--- config.mk ---
export PLATFORM = sky130hd
export DESIGN_NAME = sdram_req_arbiter_flat
export DESIGN_NICKNAME = d
export VERILOG_FILES = /design/src/rtl/sdram_req_arbiter_if.sv /design/src/rtl/sdram_req_arbiter.sv /design/src/flat_wrapper.sv
export SDC_FILE = /design/constraint.sdc
export NUM_CORES = 1
export LEC_CHECK = 0
export CORE_ASPECT_RATIO = 1.25
export CORE_MARGIN = 10
export CORE_UTILIZATION = 34
export DETAILED_ROUTE_END_ITERATION = 8
export SLEW_MARGIN = 5
export SYNTH_ARGS = -nofsm -noshare
export SYNTH_HDL_FRONTEND = slang
export SYNTH_HIERARCHICAL = 1
export SYNTH_SLANG_ARGS = --single-unit
--- constraint.sdc ---
create_clock -name clk -period 13.8 [get_ports clk]
set_clock_uncertainty 0.2 [all_clocks]
set_input_delay 4.14 -clock clk [delete_from_list [all_inputs] [get_ports clk]]
set_output_delay 4.14 -clock clk [all_outputs]
set_load 0.01 [all_outputs]
--- src/rtl/sdram_req_arbiter_if.sv ---
// sdram_req_arbiter_if
//   Command/response channel between the request arbiter and the SDRAM core.
//   master : arbiter side (drives cmd_*, receives cmd_ready and rsp_*)
//   slave  : core side
//   cmd_valid/cmd_ready : single-command handshake
//   cmd_we/addr/din/ds  : command payload, cmd_src = granted source index
//   rsp_valid/rsp_data  : read data return for the outstanding read
interface sdram_req_arbiter_if #(parameter int AW = 22);
  logic          cmd_valid;
  logic          cmd_ready;
  logic          cmd_we;
  logic [AW-1:0] cmd_addr;
  logic [15:0]   cmd_din;
  logic [1:0]    cmd_ds;
  logic [1:0]    cmd_src;
  logic          rsp_valid;
  logic [15:0]   rsp_data;

  modport master (
    output cmd_valid, cmd_we, cmd_addr, cmd_din, cmd_ds, cmd_src,
    input  cmd_ready, rsp_valid, rsp_data
  );

  modport slave (
    input  cmd_valid, cmd_we, cmd_addr, cmd_din, cmd_ds, cmd_src,
    output cmd_ready, rsp_valid, rsp_data
  );
endinterface

--- src/rtl/sdram_req_arbiter.sv ---
// sdram_req_arbiter
//   Shares one SDRAM command port among four requesters (0=cpu, 1=aram,
//   2=vram, 3=rv). Single-cycle request strobes are latched per source,
//   one command is granted at a time (fixed priority, lowest index first,
//   with an rv anti-starvation override) and read data is routed back to
//   the owner with a one-cycle done pulse.
//   Ports:
//     clk, reset          : clock, asynchronous active-high reset
//     req/we/addr/din/ds  : per-source request strobe and payload slices
//     pending             : source has a request outstanding
//     done                : one-cycle completion pulse per source
//     dout                : per-source read data register (16 bits/source)
//     overrun             : sticky, request dropped because source was busy
//     rsp_err             : sticky, read data arrived with no read in flight
//     cmd                 : command/response channel to the SDRAM core

// Per-source request slot: holds the latched request and its pending flag.
module sdram_req_slot #(parameter int AW = 22) (
  input  logic          clk,
  input  logic          reset,
  input  logic          req,
  input  logic          req_we,
  input  logic [AW-1:0] req_addr,
  input  logic [15:0]   req_din,
  input  logic [1:0]    req_ds,
  input  logic          complete,
  output logic          pending,
  output logic          overrun,
  output logic          hold_we,
  output logic [AW-1:0] hold_addr,
  output logic [15:0]   hold_din,
  output logic [1:0]    hold_ds
);
  logic accept;

  // A source whose transaction finishes this cycle may queue its next one.
  assign accept = req & (~pending | complete);

  always_ff @(posedge clk or posedge reset) begin
    if (reset) begin
      pending   <= 1'b0;
      overrun   <= 1'b0;
      hold_we   <= 1'b0;
      hold_addr <= '0;
      hold_din  <= '0;
      hold_ds   <= '0;
    end else begin
      if (accept) begin
        hold_we   <= req_we;
        hold_addr <= req_addr;
        hold_din  <= req_din;
        hold_ds   <= req_ds;
      end
      if (req && pending && !complete) overrun <= 1'b1;
      pending <= accept | (pending & ~complete);
    end
  end
endmodule

module sdram_req_arbiter #(
  parameter int AW          = 22,
  parameter int RV_MAX_WAIT = 8
) (
  input  logic                  clk,
  input  logic                  reset,
  input  logic [3:0]            req,
  input  logic [3:0]            we,
  input  logic [4*AW-1:0]       addr,
  input  logic [63:0]           din,
  input  logic [7:0]            ds,
  output logic [3:0]            pending,
  output logic [3:0]            done,
  output logic [63:0]           dout,
  output logic [3:0]            overrun,
  output logic                  rsp_err,
  sdram_req_arbiter_if.master   cmd
);
  localparam logic [7:0] RV_MAX = 8'(RV_MAX_WAIT);

  typedef enum logic [1:0] {IDLE, ISSUE, WAIT_RSP} state_t;

  state_t               state, state_nxt;
  logic [3:0]           hold_we;
  logic [3:0][AW-1:0]   hold_addr;
  logic [3:0][15:0]     hold_din;
  logic [3:0][1:0]      hold_ds;
  logic [3:0]           complete;
  logic [1:0]           grant;
  logic                 grant_vld;
  logic [7:0]           starve;

  generate
    for (genvar i = 0; i < 4; i++) begin : g_slot
      sdram_req_slot #(.AW(AW)) u_slot (
        .clk       (clk),
        .reset     (reset),
        .req       (req[i]),
        .req_we    (we[i]),
        .req_addr  (addr[i*AW +: AW]),
        .req_din   (din[i*16 +: 16]),
        .req_ds    (ds[i*2 +: 2]),
        .complete  (complete[i]),
        .pending   (pending[i]),
        .overrun   (overrun[i]),
        .hold_we   (hold_we[i]),
        .hold_addr (hold_addr[i]),
        .hold_din  (hold_din[i]),
        .hold_ds   (hold_ds[i])
      );
    end
  endgenerate

  always_ff @(posedge clk or posedge reset) begin
    if (reset) state <= IDLE;
    else       state <= state_nxt;
  end

  always_comb begin
    state_nxt = state;
    grant     = 2'd0;
    grant_vld = 1'b0;
    complete  = '0;
    // Lowest pending index wins unless rv has waited long enough.
    for (int i = 3; i >= 0; i--) if (pending[i]) grant = 2'(i);
    if (pending[3] && starve >= RV_MAX) grant = 2'd3;
    unique case (state)
      IDLE: begin
        if (|pending) begin
          grant_vld = 1'b1;
          state_nxt = ISSUE;
        end
      end
      ISSUE: begin
        if (cmd.cmd_ready) begin
          if (cmd.cmd_we) begin
            complete[cmd.cmd_src] = 1'b1;
            state_nxt             = IDLE;
          end else begin
            state_nxt = WAIT_RSP;
          end
        end
      end
      WAIT_RSP: begin
        if (cmd.rsp_valid) begin
          complete[cmd.cmd_src] = 1'b1;
          state_nxt             = IDLE;
        end
      end
      default: state_nxt = IDLE;
    endcase
  end

  always_ff @(posedge clk or posedge reset) begin
    if (reset) begin
      cmd.cmd_valid <= 1'b0;
      cmd.cmd_we    <= 1'b0;
      cmd.cmd_addr  <= '0;
      cmd.cmd_din   <= '0;
      cmd.cmd_ds    <= '0;
      cmd.cmd_src   <= '0;
      done          <= '0;
      dout          <= '0;
      rsp_err       <= 1'b0;
      starve        <= '0;
    end else begin
      done <= complete;
      if (grant_vld) begin
        cmd.cmd_valid <= 1'b1;
        cmd.cmd_we    <= hold_we[grant];
        cmd.cmd_addr  <= hold_addr[grant];
        cmd.cmd_din   <= hold_din[grant];
        cmd.cmd_ds    <= hold_ds[grant];
        cmd.cmd_src   <= grant;
      end else if (state == ISSUE && cmd.cmd_ready) begin
        cmd.cmd_valid <= 1'b0;
      end
      if (state == WAIT_RSP && cmd.rsp_valid)
        dout[{cmd.cmd_src, 4'b0000} +: 16] <= cmd.rsp_data;
      if (cmd.rsp_valid && state != WAIT_RSP) rsp_err <= 1'b1;
      // Count only grants that bypassed a waiting rv; clear once rv is idle.
      if (!pending[3])
        starve <= '0;
      else if (grant_vld)
        starve <= (grant == 2'd3) ? 8'd0 :
                  (starve >= RV_MAX) ? RV_MAX : starve + 8'd1;
    end
  end
endmodule

--- src/flat_wrapper.sv ---
// flat-port wrapper written by rule: the top's interface ports become plain ports
module sdram_req_arbiter_flat 
#(
  parameter int AW          = 22,
  parameter int RV_MAX_WAIT = 8
)
  (clk, reset, req, we, addr, din, ds, pending, done, dout, overrun, rsp_err, cmd_cmd_valid, cmd_cmd_we, cmd_cmd_addr, cmd_cmd_din, cmd_cmd_ds, cmd_cmd_src, cmd_cmd_ready, cmd_rsp_valid, cmd_rsp_data);
  sdram_req_arbiter_if #(.AW(AW)) cmd_i ();
  input  logic clk;
  input  logic reset;
  input  logic [3:0] req;
  input  logic [3:0] we;
  input  logic [4*AW-1:0] addr;
  input  logic [63:0] din;
  input  logic [7:0] ds;
  output logic [3:0] pending;
  output logic [3:0] done;
  output logic [63:0] dout;
  output logic [3:0] overrun;
  output logic rsp_err;
  output wire logic [$bits(cmd_i.cmd_valid)-1:0] cmd_cmd_valid;
  output wire logic [$bits(cmd_i.cmd_we)-1:0] cmd_cmd_we;
  output wire logic [$bits(cmd_i.cmd_addr)-1:0] cmd_cmd_addr;
  output wire logic [$bits(cmd_i.cmd_din)-1:0] cmd_cmd_din;
  output wire logic [$bits(cmd_i.cmd_ds)-1:0] cmd_cmd_ds;
  output wire logic [$bits(cmd_i.cmd_src)-1:0] cmd_cmd_src;
  input wire logic [$bits(cmd_i.cmd_ready)-1:0] cmd_cmd_ready;
  input wire logic [$bits(cmd_i.rsp_valid)-1:0] cmd_rsp_valid;
  input wire logic [$bits(cmd_i.rsp_data)-1:0] cmd_rsp_data;
  assign cmd_cmd_valid = cmd_i.cmd_valid;
  assign cmd_cmd_we = cmd_i.cmd_we;
  assign cmd_cmd_addr = cmd_i.cmd_addr;
  assign cmd_cmd_din = cmd_i.cmd_din;
  assign cmd_cmd_ds = cmd_i.cmd_ds;
  assign cmd_cmd_src = cmd_i.cmd_src;
  assign cmd_i.cmd_ready = cmd_cmd_ready;
  assign cmd_i.rsp_valid = cmd_rsp_valid;
  assign cmd_i.rsp_data = cmd_rsp_data;
  sdram_req_arbiter #(.AW(AW), .RV_MAX_WAIT(RV_MAX_WAIT)) u_core (.clk(clk), .reset(reset), .req(req), .we(we), .addr(addr), .din(din), .ds(ds), .pending(pending), .done(done), .dout(dout), .overrun(overrun), .rsp_err(rsp_err), .cmd(cmd_i));
endmodule
==> impl_metrics.py <==
metrics = {
    "final_layout": {
        "postLayoutCoreUtil_pct": 45.61,
        "multi_input_comb_area_um2": 5159,
        "num-fill-cells": 3442,
        "count_of_nets_after_finishing": 1388,
        "final_area_um2": 17400,
        "syn2layout_area_growth_pct": 32.99,
        "sequential_cell_area_um2": 7382,
        "final_layout_size_suffix_gt1_share_pct": 23.54,
    },
    "drt": {
        "drt_iter0_markers": 412,
        "drt_pass1_iterations": 5,
        "post_drt_via_cell_ratio": 5.053,
        "totalWireLength_um": 40490,
        "detailroute.via_count": 8635,
        "routedWlPerCell_um": 23.69,
        "drtAntennaViolNets": 0,
        "drc": 0,
    },
    "sta": {
        "report.final.setup_viol": 0,
        "finalMaxSlewViolations": 0,
        "period_utilization_pct": 45.95,
        "unrepaired_setup_endpoints_after_global_routing": "false",
        "worst_hold_slack_ns": 0.2688,
        "timing.max_slew.rel_slack_pct": 20.11,
        "achievable-frequency_ghz": 0.1577,
        "fin_crit_ns": 6.342,
        "max_slew.worst_pin.slew_ns": 1.198,
        "setup_tns_ns": 0,
        "final_hold_viol_count": 0,
    },
    "die": {
        "floorplan.io_pins": 309,
        "core_region_area_um2": 38140,
        "floorplan.die_area_um2": 46760,
        "start_util_pct": 34.30,
        "die_x_um": 195.4,
        "rows": 80,
        "dieHeight_um": 239.3,
    },
    "synthesis": {
        "postSynth.topFlopCell": "sky130_fd_sc_hd__dfrtp_1",
        "post_synth.cell_area_avg_um2": 14.60,
        "asyncSetResetFlopFracSynth_pct": 100.0,
        "parity_gate_share_of_the_synthesized_area_counting_xor_and_xnor_cells_pct": 0,
        "yosys.area_share.adder_pct": 0.8609,
        "postSynthRegisterBits": 295,
        "synthesis.instances": 896,
        "synth-compound-area-share_pct": 11.74,
        "yosys.area_share.simple_pct": 4.448,
        "synth.lib_cells_used.distinct": 48,
        "synth.mux.area_fraction_pct": 22.24,
        "mappedNetlistNets": 1093,
        "yosys_warnings": 6,
        "seq_area_frac_synth_pct": 56.44,
        "synth.cell_area_um2": 13080,
        "synth_top_family_by_area": "multiplexers",
        "synth-edff-count": 0,
    },
    "pwr": {
        "clock_power_share_pct": 23.2,
        "netSwitchingFraction_pct": 30.53,
        "vdd_ir_drop_max_uv": 84.90,
        "total_switching_power_uw": 1090,
        "pwr_cell_area_nw_per_um2": 205.2,
        "p_comb_share_pct": 36.4,
        "share_seq_of_total_power_pct": 40.4,
        "power_report.internal_total_uw": 2479,
        "leakage_uw": 0.008067,
    },
    "cts": {
        "numCtsBuffers": 31,
        "clk_root_buffer_cell": "sky130_fd_sc_hd__clkbuf_16",
        "worst_setup_hold_path_clk_slew_ns": 0.06,
        "htree_levels": 1,
        "max-clock-path-buffers": 3,
        "cts.sinks": 295,
        "worstSkewPairLatency_ns": 0.57,
        "tritoncts": "yes",
        "post_cts.repair.setup_buffers": 0,
        "cts-hold-fix-buffers": 0,
        "post_cts_resized": 0,
    },
    "global_route": {
        "pin_count_of_the_biggest_net_entering_global_routing": 74,
        "grt_antenna_before_repair": 6,
        "grt_first_pass_wirelength_um": 62340,
        "grt_resource_usage_total_pct": 16.99,
        "grt-ovfl-total": 0,
        "first_global_vias": 9714,
    },
    "placed_design": {
        "detailed_place.area_um2": 16390,
        "dp.final_hpwl_um": 27230,
        "gpl.final_weighted_congestion": 0.7733,
        "io_buffer_count": 308,
    },
    "run_status": {
        "outcome": "completed",
    },
    "job": {
        "max_cap_violations": 0,
    },
    "worst_setup_path": {
        "critPathArrivalTime_ns": 6.63,
        "timing.critical_path.fanout_max": 17,
        "worst-setup-path-type": "input port to flip-flop",
        "worstSetupStartpointType": "input port",
        "required_ns": 14.09,
        "critical_path.endpoint_type": "flip-flop",
    },
    "min_path": {
        "worst_hold_path_type": "flip-flop to flip-flop",
    },
}
## critical path, cell delays in order
cell,delay [ns]
sky130_fd_sc_hd__clkdlybuf4s50_1,0.64
sky130_fd_sc_hd__nand3_2,0.48
sky130_fd_sc_hd__nor4b_4,1.08
sky130_fd_sc_hd__a22o_1,0.27
## cells in the final DEF (no fill, tap or decap), types with 2 or more instances in the layout
cell	count
sky130_fd_sc_hd__a21o_1	3
sky130_fd_sc_hd__a21oi_1	5
sky130_fd_sc_hd__a22o_1	48
sky130_fd_sc_hd__a22oi_1	82
sky130_fd_sc_hd__a32oi_1	2
sky130_fd_sc_hd__and2_1	5
sky130_fd_sc_hd__buf_4	9
sky130_fd_sc_hd__bufinv_16	2
sky130_fd_sc_hd__clkbuf_1	10
sky130_fd_sc_hd__clkbuf_16	31
sky130_fd_sc_hd__clkbuf_8	6
sky130_fd_sc_hd__clkdlybuf4s50_1	308
sky130_fd_sc_hd__clkinv_2	6
sky130_fd_sc_hd__dfrtp_1	295
sky130_fd_sc_hd__diode_2	2
sky130_fd_sc_hd__ha_1	9
sky130_fd_sc_hd__inv_1	15
sky130_fd_sc_hd__inv_2	4
sky130_fd_sc_hd__inv_6	2
sky130_fd_sc_hd__mux2_1	2
sky130_fd_sc_hd__mux2_2	43
sky130_fd_sc_hd__mux2_4	160
sky130_fd_sc_hd__nand2_1	45
sky130_fd_sc_hd__nand2_4	4
sky130_fd_sc_hd__nand2b_1	3
sky130_fd_sc_hd__nand2b_4	4
sky130_fd_sc_hd__nand3_1	5
sky130_fd_sc_hd__nand3_2	3
sky130_fd_sc_hd__nor2_1	13
sky130_fd_sc_hd__nor2b_1	3
sky130_fd_sc_hd__nor3_1	2
sky130_fd_sc_hd__nor4b_4	2
sky130_fd_sc_hd__o21a_1	4
sky130_fd_sc_hd__o21ai_0	19
sky130_fd_sc_hd__o21ai_1	40
sky130_fd_sc_hd__o21bai_1	4
## final timing paths
path / startpoint / endpoint / slack (ns) / cells past startpoint
min: u_core/rsp_err$_DFFE_PP0P_ / u_core/rsp_err$_DFFE_PP0P_ / 0.27 / 1
min in group asynchronous: reset / u_core/cmd.cmd_addr[12]$_DFFE_PP0P_ / 3.99 / 2
max in group asynchronous: reset / u_core/dout[29]$_DFFE_PP0P_ / 8.03 / 3
min reg2reg: u_core/rsp_err$_DFFE_PP0P_ / u_core/rsp_err$_DFFE_PP0P_ / 0.27 / 1
max: cmd_rsp_valid / u_core/dout[27]$_DFFE_PP0P_ / 7.46 / 4
max reg2reg: u_core/cmd.cmd_src[0]$_DFFE_PP0P_ / u_core/dout[35]$_DFFE_PP0P_ / 10.84 / 5
## cells in the mapped netlist, types with 5 or more instances
cell | count | area share (%)
sky130_fd_sc_hd__dfrtp_1 | 295 | 56
sky130_fd_sc_hd__mux2_4 | 160 | 18
sky130_fd_sc_hd__a22oi_1 | 82 | 4.7
sky130_fd_sc_hd__a22o_1 | 48 | 3.2
sky130_fd_sc_hd__nand2_1 | 45 | 1.3
sky130_fd_sc_hd__mux2_2 | 43 | 3.7
sky130_fd_sc_hd__o21ai_1 | 40 | 1.5
sky130_fd_sc_hd__buf_6 | 26 | 2.2
sky130_fd_sc_hd__inv_1 | 20 | 0.57
sky130_fd_sc_hd__o21ai_0 | 19 | 0.73
sky130_fd_sc_hd__nor2_1 | 13 | 0.37
sky130_fd_sc_hd__buf_2 | 9 | 0.34
sky130_fd_sc_hd__clkbuf_1 | 9 | 0.26
sky130_fd_sc_hd__ha_1 | 9 | 0.86
sky130_fd_sc_hd__a21oi_1 | 5 | 0.19
sky130_fd_sc_hd__and2_1 | 5 | 0.24
sky130_fd_sc_hd__nand3_1 | 5 | 0.19
## through the flow
step | total power [uW] | setup WS, ns | instances
5_1_grt | 3787 | 7.333 | 1707
4_1_cts | 3612 | 7.489 | 1707
6_report | 3569 | 7.458 | 1709
3_3_place_gp | 2729 | 6.948 | 1650
3_5_place_dp | 2761 | 6.907 | 1650
2_1_floorplan | 2271 | 6.189 | 896
## cell type report
type | count | share of cell area, %
timing repair buffer | 317 | 18.11
sequential | 295 | 42.44
tap | 492 | 3.539
inverter | 20 | 0.4603
clock inverter | 10 | 0.6186
antenna | 2 | 0.02877
multi-input combinational | 526 | 29.66
clock buffer | 47 | 5.150
## cell families after synthesis
kind of cell    Yosys count
compound gates          215
fa+ha+maj                 9
buf+inv                  75
flops                   295
mux                     205
simple gates             97
## power by group through the flow
stage	Clock, uW	Combinational, uW	Sequential (uW)
2_1_floorplan	0	843	1430
3_3_place_gp	0	1290	1440
3_5_place_dp	0	1310	1450
4_1_cts	855	1320	1440
5_1_grt	890	1410	1490
6_report	828	1300	1440
## routing by layer
metal	vias to the layer above	part of all wire, %	track usage [%]
met3	47	8.1	5.190
met2	328	46	27.15
met4	8	1.4	3.290
met5	-	0.089	0
li1	3857	-	-
met1	4395	44	22.34
## state kept, by name, indices dropped and copies added, names as in the netlist
register / flops
u_core/g_slot.u_slot/hold_ds: 8
u_core/rsp_err: 1
u_core/state: 2
u_core/cmd.cmd_we: 1
u_core/cmd.cmd_src: 2
u_core/cmd.cmd_din: 16
u_core/g_slot.u_slot/hold_addr: 88
u_core/starve: 8
u_core/g_slot.u_slot/hold_din: 64
u_core/cmd.cmd_valid: 1
u_core/cmd.cmd_addr: 22
u_core/g_slot.u_slot/overrun: 4
u_core/g_slot.u_slot/pending: 4
u_core/done: 4
u_core/dout: 64
u_core/g_slot.u_slot/hold_we: 4
u_core/cmd.cmd_ds: 2
No activity file was read; power rests on OpenSTA's default activity.
